--- config.mk ---
export PLATFORM = sky130hd
export DESIGN_NAME = stream_adder_fifo
export DESIGN_NICKNAME = d
export VERILOG_FILES = /design/src/rtl/stream_adder_fifo.sv
export SDC_FILE = /design/constraint.sdc
export NUM_CORES = 1
export LEC_CHECK = 0
export CAP_MARGIN = 20
export CELL_PAD_IN_SITES_DETAIL_PLACEMENT = 0
export CELL_PAD_IN_SITES_GLOBAL_PLACEMENT = 1
export CORE_MARGIN = 1
export CORE_UTILIZATION = 43
export DETAILED_ROUTE_END_ITERATION = 6
export PLACE_DENSITY_LB_ADDON = 0.12
export SLEW_MARGIN = 30
export SYNTH_ARGS = -nofsm -noshare
export SYNTH_HDL_FRONTEND = slang
export SYNTH_SLANG_ARGS = --single-unit
--- constraint.sdc ---
create_clock -name clk -period 5.27 [get_ports clk]
set_clock_uncertainty 0.2 [all_clocks]
set_input_delay 0.527 -clock clk [delete_from_list [all_inputs] [get_ports clk]]
set_output_delay 0.527 -clock clk [all_outputs]
set_load 0.02 [all_outputs]
--- src/rtl/stream_adder_fifo.sv ---
// -----------------------------------------------------------------------------
// stream_adder_fifo
//
// Purpose:
//   Accepts WIDTH-bit words on a val/rdy input stream and applies a per-beat
//   operation selected by i_op: add constant INC, add cfg_addend, accumulate
//   into an internal register, or pass through unchanged. Each result is
//   written into a DEPTH-entry output FIFO on the accepting clock edge, so the
//   input and output sides can both fire in the same cycle. A sticky flag
//   records whether any stored result carried out of WIDTH bits.
//
// Handshake:
//   A beat transfers on a rising clk edge where val and rdy are both 1. The
//   producer holds val and data stable until the transfer. i_stream_rdy
//   depends only on the FIFO occupancy. o_stream_val and o_stream_data depend
//   only on registered state. No input reaches an output combinationally.
//
// Ports:
//   clk            clock; all logic on posedge
//   reset          synchronous, active-low (0 = reset)
//   i_stream_val   input word valid
//   i_stream_rdy   block can accept a word (FIFO not full)
//   i_stream_data  input word
//   i_op           operation, sampled with each accepted beat
//                    00 INC, 01 ADD, 10 ACC, 11 PASS
//   cfg_addend     addend for OP_ADD, sampled at accept
//   cfg_clear      1-cycle pulse: clear accumulator and overflow flag
//   o_stream_val   FIFO head valid
//   o_stream_rdy   consumer accepts head
//   o_stream_data  FIFO head word (don't-care when empty)
//   o_count        FIFO occupancy, 0..DEPTH
//   o_overflow     sticky carry-out flag
//   o_acc          current accumulator value (observation only)
// -----------------------------------------------------------------------------
module stream_adder_fifo #(
  parameter int WIDTH = 32,
  parameter int DEPTH = 4,
  parameter int INC   = 1
) (
  input  logic                       clk,
  input  logic                       reset,
  input  logic                       i_stream_val,
  output logic                       i_stream_rdy,
  input  logic [WIDTH-1:0]           i_stream_data,
  input  logic [1:0]                 i_op,
  input  logic [WIDTH-1:0]           cfg_addend,
  input  logic                       cfg_clear,
  output logic                       o_stream_val,
  input  logic                       o_stream_rdy,
  output logic [WIDTH-1:0]           o_stream_data,
  output logic [$clog2(DEPTH+1)-1:0] o_count,
  output logic                       o_overflow,
  output logic [WIDTH-1:0]           o_acc
);

  localparam int AW = $clog2(DEPTH);
  localparam int CW = $clog2(DEPTH+1);

  localparam logic [1:0] OP_INC  = 2'b00;
  localparam logic [1:0] OP_ADD  = 2'b01;
  localparam logic [1:0] OP_ACC  = 2'b10;
  localparam logic [1:0] OP_PASS = 2'b11;

  localparam logic [WIDTH-1:0] INC_W   = WIDTH'(INC);
  localparam logic [CW-1:0]    COUNT_FULL = CW'(DEPTH);
  localparam logic [CW-1:0]    COUNT_ONE  = CW'(1);
  localparam logic [AW-1:0]    PTR_ONE    = AW'(1);

  // Storage and state
  logic [WIDTH-1:0] mem [DEPTH];
  logic [AW-1:0]    wr_ptr;
  logic [AW-1:0]    rd_ptr;
  logic [CW-1:0]    count;
  logic [WIDTH-1:0] acc;
  logic             overflow;

  logic             push;
  logic             pop;
  logic [WIDTH:0]   result;

  // Handshake decode
  assign i_stream_rdy  = (count != COUNT_FULL);
  assign o_stream_val  = (count != '0);
  assign push          = i_stream_val & i_stream_rdy;
  assign pop           = o_stream_val & o_stream_rdy;

  assign o_stream_data = mem[rd_ptr];
  assign o_count       = count;
  assign o_overflow    = overflow;
  assign o_acc         = acc;

  // Per-beat operation. The extra top bit holds the carry-out; PASS never
  // carries because its top bit is forced to zero.
  always_comb begin
    result = '0;
    unique case (i_op)
      OP_INC:  result = {1'b0, i_stream_data} + {1'b0, INC_W};
      OP_ADD:  result = {1'b0, i_stream_data} + {1'b0, cfg_addend};
      OP_ACC:  result = {1'b0, acc} + {1'b0, i_stream_data};
      OP_PASS: result = {1'b0, i_stream_data};
      default: result = '0;
    endcase
  end

  // FIFO storage carries no reset: entries are only visible when counted.
  always_ff @(posedge clk) begin
    if (push) begin
      mem[wr_ptr] <= result[WIDTH-1:0];
    end
  end

  // Pointers and occupancy. Pointer increments wrap naturally because DEPTH
  // is a power of two.
  always_ff @(posedge clk) begin
    if (!reset) begin
      wr_ptr <= '0;
      rd_ptr <= '0;
      count  <= '0;
    end else begin
      if (push) begin
        wr_ptr <= wr_ptr + PTR_ONE;
      end
      if (pop) begin
        rd_ptr <= rd_ptr + PTR_ONE;
      end
      case ({push, pop})
        2'b10:   count <= count + COUNT_ONE;
        2'b01:   count <= count - COUNT_ONE;
        default: count <= count;
      endcase
    end
  end

  // Accumulator and sticky overflow. A coincident clear takes priority over
  // the update from the same beat, but that beat's stored result was already
  // formed from the old accumulator value.
  always_ff @(posedge clk) begin
    if (!reset) begin
      acc      <= '0;
      overflow <= 1'b0;
    end else if (cfg_clear) begin
      acc      <= '0;
      overflow <= 1'b0;
    end else begin
      if (push && (i_op == OP_ACC)) begin
        acc <= result[WIDTH-1:0];
      end
      if (push && result[WIDTH]) begin
        overflow <= 1'b1;
      end
    end
  end

endmodule

* Word level (Yosys, flattened, before mapping) *
Memories as Yosys holds them, arrays and structs flattened. A register that Yosys moved wholly into a read port is not among the register bits.
Index checks and enable logic that the tools add are counted.

word-level totals
  register bits = 40
  memory bits (writable) = 128
  memories kept = 1

memories
  memory  words  bits a word  read ports  clocked after Yosys merged registers in  wr ports  RTL line  RTL
  mem     4      32           1           1                                        1         70        logic [WIDTH-1:0] mem [DEPTH];

cells by class
  bitwise gates (word level) = 3
  equal/unequal tests = 6
  multiplexer cells = 6
  add/subtract/negate cells = 7
  reduce and logical (&&, ||, !) cells = 6

operator list
  cell                     count
  $pmux W33 S4             1
  $add A32 B32 Y33         2
  $add A32 B1 Y33 const B  1
  $eq A2 B2 Y1 const B     3
  $pmux W3 S2              1
  $add A2 B1 Y2 const B    2
  $eq A2 B1 Y1 const B     2
  $mux W2                  2
  $add A3 B1 Y3 const B    1
  $ne A3 B3 Y1 const B     1
  $reduce_bool A3 Y1       1
  $sub A3 B1 Y3 const B    1
  $and A1 B1 Y1            2
  $logic_and A1 B1 Y1      2
  $logic_not A2 Y1         1
  $mux W1                  2
  $reduce_bool A2 Y1       1
  $reduce_or A2 Y1         1
  $not A1 Y1               1

* Depth between registers and ports, before layout *
Gate-level depths: netlist of run 1.

  depth after elaboration = 4
  mapped depth = 17
  gate-level depth less buffers = 13

* Worst setup path before layout of run 1 *
No wires, ideal clock.

  path type = input-to-reg
  start = input port i_op[0]
  end = memory mem[0][30] (data pin)
  data arrival time = 3.403 ns
  setup time = 0.265 ns
  slack = 1.402 ns
  cell stages on the path = 14
  path through = inv_1 -> ha_1 -> clkbuf_1 -> a221o_1 -> ha_1 -> fa_1 -> a211oi_2 -> o31ai_4 -> o2111ai_2 -> nand3_2 -> a221o_1 -> a211oi_1 -> a41o_1 -> nor2_1

on the way
  word-level cells in the longest chain between the ends = 2

ends and longest elaborated chain
  what                                  RTL line  RTL
  start: declaration                    45        input logic [1:0] i_op,
  $eq A2 B2 Y1 (tied with other cells)  96        unique case (i_op)
  $pmux W33 S4 *                        96
  via result[30]                        79        logic [WIDTH:0] result;
  end: declaration                      70

The timed path passes the listed nets; every way through them passes the cells marked *.

* Worst setup path in the final report of run 1 *
Ends and elaborated chain as after synthesis.

==> results of run 1 <==
-- registers in the layout (all words and copies together) (netlist names), named ones only --
register / flops
rd_ptr: 2
o_acc: 32
mem: 128
o_count: 3
o_overflow: 1
wr_ptr: 2
-- cell usage in the layout (no fill, tap or decap), types with 3 or more instances in the layout --
| cell | n |
|---|---|
| sky130_fd_sc_hd__o21ai_0 | 38 |
| sky130_fd_sc_hd__and3_1 | 4 |
| sky130_fd_sc_hd__a211oi_1 | 8 |
| sky130_fd_sc_hd__nor4_1 | 3 |
| sky130_fd_sc_hd__mux4_2 | 32 |
| sky130_fd_sc_hd__nor3b_1 | 3 |
| sky130_fd_sc_hd__a21o_1 | 10 |
| sky130_fd_sc_hd__dfxtp_1 | 40 |
| sky130_fd_sc_hd__o41ai_1 | 3 |
| sky130_fd_sc_hd__a21boi_0 | 3 |
| sky130_fd_sc_hd__or3_1 | 5 |
| sky130_fd_sc_hd__nor2b_1 | 3 |
| sky130_fd_sc_hd__and2_1 | 10 |
| sky130_fd_sc_hd__and3_2 | 5 |
| sky130_fd_sc_hd__a211o_1 | 3 |
| sky130_fd_sc_hd__edfxtp_1 | 128 |
| sky130_fd_sc_hd__clkbuf_16 | 17 |
| sky130_fd_sc_hd__inv_1 | 16 |
| sky130_fd_sc_hd__clkdlybuf4s50_1 | 140 |
| sky130_fd_sc_hd__o21a_1 | 13 |
| sky130_fd_sc_hd__inv_8 | 5 |
| sky130_fd_sc_hd__a22oi_1 | 31 |
| sky130_fd_sc_hd__a21oi_1 | 47 |
| sky130_fd_sc_hd__o211ai_1 | 4 |
| sky130_fd_sc_hd__xnor2_1 | 19 |
| sky130_fd_sc_hd__mux2_2 | 5 |
| sky130_fd_sc_hd__nand4_1 | 6 |
| sky130_fd_sc_hd__xor2_1 | 10 |
| sky130_fd_sc_hd__inv_6 | 3 |
| sky130_fd_sc_hd__ha_1 | 39 |
| sky130_fd_sc_hd__nand2_1 | 73 |
| sky130_fd_sc_hd__a31oi_1 | 6 |
| sky130_fd_sc_hd__nand3_1 | 10 |
| sky130_fd_sc_hd__buf_4 | 16 |
| sky130_fd_sc_hd__nor3_1 | 17 |
| sky130_fd_sc_hd__nor2_1 | 90 |
| sky130_fd_sc_hd__clkinvlp_4 | 5 |
| sky130_fd_sc_hd__o21ai_1 | 3 |
-- per-layer routing --
metal  up-vias  track usage
met5         -            0
met4         0       0.0679
met3        22       0.0335
met2       197        0.361
met1      3291        0.341
li1       3183            -
-- path summary, 6_finish.rpt --
path / cells past startpoint / slack [ns] / to / start
hold reg to reg: 2 / 0.27 / o_overflow / o_overflow
hold / removal: 2 / 0.27 / o_overflow / o_overflow
setup / recovery: 14 / 0.74 / mem[0][30] / i_op[0]
setup reg to reg: 11 / 1.58 / mem[0][30] / o_acc[0]
-- area by class of cell --
class,instances,share of cell area
Clock buffer,18,0.0385
Tap cell,270,0.0303
Sequential cell,170,0.421
Inverter,16,0.00539
Multi-Input combinational cell,543,0.357
Clock inverter,14,0.0116
Timing Repair Buffer,156,0.137
-- report_power, final --
| group | switching [W] | total (W) | internal (W) |
|---|---|---|---|
| combinational | 0.000669 | 0.00129 | 0.000622 |
| clock | 0.000545 | 0.00117 | 0.000623 |
| sequential | 0.0000916 | 0.00171 | 0.00162 |
| total | 0.00131 | 0.00417 | 0.00286 |
-- kinds of logic after synthesis --
family,share of synthesized area
adders and majority gates,0.0608
buffers and inverters,0.0265
xor gates and xnor gates,0.0286
muxes,0.0886
DFF,0.527
AOI/OAI and AO/OA,0.147
and+or+nand+nor,0.122
-- critical path: stages --
cell	delay [ns]
sky130_fd_sc_hd__clkdlybuf4s50_1	0.56
sky130_fd_sc_hd__inv_1	0.06
sky130_fd_sc_hd__ha_1	0.38
sky130_fd_sc_hd__a221o_1	0.42
sky130_fd_sc_hd__ha_1	0.23
sky130_fd_sc_hd__fa_1	0.45
sky130_fd_sc_hd__a211oi_2	0.32
sky130_fd_sc_hd__o31ai_4	0.13
sky130_fd_sc_hd__o2111ai_2	0.31
sky130_fd_sc_hd__nand3_2	0.14
sky130_fd_sc_hd__a221o_1	0.40
sky130_fd_sc_hd__a211oi_1	0.27
sky130_fd_sc_hd__a41o_1	0.17
sky130_fd_sc_hd__nor2_1	0.10
-- stage by stage --
| stage | std cells | hold slack, ns | worst slack, ns |
|---|---|---|---|
| after global placement | 1155 | 0.263 | 0.481 |
| final | 1187 | 0.268 | 0.742 |
| after CTS | 1187 | 0.271 | 0.756 |
| after floorplan | 774 | 0.276 | 1.40 |
| after detailed placement | 1155 | 0.259 | 0.322 |
| after global routing | 1187 | 0.316 | 0.528 |
==> results.txt, run 1 <==
0 antenna diodes ended up in the layout. Summing all placed instances gives a cell area of 10,600 µm². The final hold violation count was 0; the final layout net count was 1,017. The worst slew margin relative to its limit came out at 0.388. The tools report the number of buffers inserted during clock tree synthesis as 17. In the synthesized netlist, the number of instances is 774.

The synthesis-to-layout area growth works out to 25.4%. The starting DRC count in detailed routing is 385. After detailed routing, the total wire length is 24.3 mm. The commonest cells after synthesis are sky130_fd_sc_hd__edfxtp_1, sky130_fd_sc_hd__nor2_1, sky130_fd_sc_hd__nand2_1, sky130_fd_sc_hd__a21oi_1, sky130_fd_sc_hd__dfxtp_1. The HPWL after detailed placement is 18.2 mm, and the register area is 4690 µm². For the top-level I/O count, the log shows 141.

The floorplan row count was 52. The tools report the category of the worst setup path launch point as an input port. TritonCTS built the clock tree. The yosys synthesis warning count came out at 0. The topmost layer with routed signal wires is met4. Leakage power figure: 3.95 nW.

Total power for the finished layout comes to 0.00417 W. The sequential element share of the synthesized area is 0.527, and the fill cell total of the finished layout is 1,731. Dividing the synthesized area by the synthesized cell count gives 11.5 µm². The tools report the post-synthesis instance area as 8880 µm². The maximum fanout count along the critical path is 13, and the final core area utilization is 0.551. The most repeated cell in the gate-level netlist after synthesis was sky130_fd_sc_hd__edfxtp_1. The count of nets left with antenna violations once routing finished came out at 0. The logs give 0 for the final number of max-transition violations and 0 for the total congestion overflow after global routing. The floorplan step set the die height to 146 µm. VDD sags by at most 0.231 mV. For the number of sinks driven by the clock tree, the log shows 170.

Most instantiated flip-flop cell in the synthesis netlist: sky130_fd_sc_hd__edfxtp_1. The via count of the first global-routing pass was 6,552; the wire length on met3 was 1.10 mm. The tools report the placer's final routability congestion estimate as 0.899. For the worst setup path, the data arrival time is 4.48 ns. The minimum period implied by the final worst setup slack is 4.53 ns, and the wire length on met1 is 11.7 mm.

After clock tree synthesis, the clock-pin slew on the worst setup and hold paths is 0.07 ns. In this run the worst hold path is classified as flop to flop. Dividing the detail-routed wire length by the instance count gives 20.4 µm. For the post-cts sizing count, the log shows 0. sky130_fd_sc_hd__edfxtp_1 takes more of the synthesized area than any other cell.

Yosys attributes the largest share of cell area to sky130_fd_sc_hd__edfxtp_1, sky130_fd_sc_hd__dfxtp_1, sky130_fd_sc_hd__mux4_2, sky130_fd_sc_hd__ha_1, sky130_fd_sc_hd__nor2_1. The effective utilization at floorplan came out at 0.439. Total power density per cell area: 374 nW/µm².

The endpoint kind of the worst setup timing path is a flop. Counting flops with a built-in enable in the synthesized netlist gives 128. The total number of H-tree levels came out at 4. Setup repair after global routing left no endpoint under its margin. The proportion of netlist area held by the largest area contributor is 0.433. The run finished with clean final reports.

The synthesized design contains 170 register bits. The total DRC errors in the routed layout is 0. The count of port buffers added during placement came out at 140. Final worst-path cycle share: 0.859. Hold buffer count at cts: 0. For the pin with the worst max-slew slack, the measured transition is 0.908 ns.

Async set or reset register ratio after synthesis: 0. For the final non-filler cell area, the log shows 11,100 µm². For the area used by multi-input combinational logic, the log shows 3980 µm². Dividing the detail-routed via count by the number of cells gives 5.64. The tools report the initial antenna violation count as 0. In this run the post-CTS setup repair buffer count came out at 0. The die covers 21,200 µm². The run gives 0.42 ns as the clock latency on the worst-skew pair.

For the met2 wire length, the log shows 11.1 mm. The sum of negative setup slack came out at 0 ns. The first global-routing pass estimated 37.5 mm of wire.

Share of post-route cells with drive strength above 1: 0.116. The run gives 0 as the count of final setup violators. The maximum number of pins on one net before global-route repair was 56. The overall track demand over capacity in global routing came out at 0.233. Die boundary width: 146 µm.

The clock tree root buffer cell is sky130_fd_sc_hd__clkbuf_16. The number of vias after detailed routing is 6,693. The upper clock frequency limit is 0.221 GHz, and the required time of the critical path is 5.22 ns. The number of nets in the synthesized netlist is 887.

The iteration count of the initial detailed-routing pass is 5, and the worst-case clock buffer depth is 2. Across the run, the number of max-cap violations was 0. Counting distinct cell types in the post-synthesis netlist gives 63.

The floorplan step defined a core boundary enclosing 20,200 µm². The path type of the worst setup path is input port to flop.
(Power assumes the default switching activity.)
==> run 2, diff against run 1 <==
--- a/config.mk
+++ b/config.mk
@@ -10,6 +10,7 @@
 export CELL_PAD_IN_SITES_GLOBAL_PLACEMENT = 1
 export CORE_MARGIN = 1
 export CORE_UTILIZATION = 43
+export CTS_CLUSTER_SIZE = 16
 export DETAILED_ROUTE_END_ITERATION = 6
 export PLACE_DENSITY_LB_ADDON = 0.12
 export SLEW_MARGIN = 30
==> results of run 2 <==
No change in the layout: final DEF, timing and power equal those of run 1.
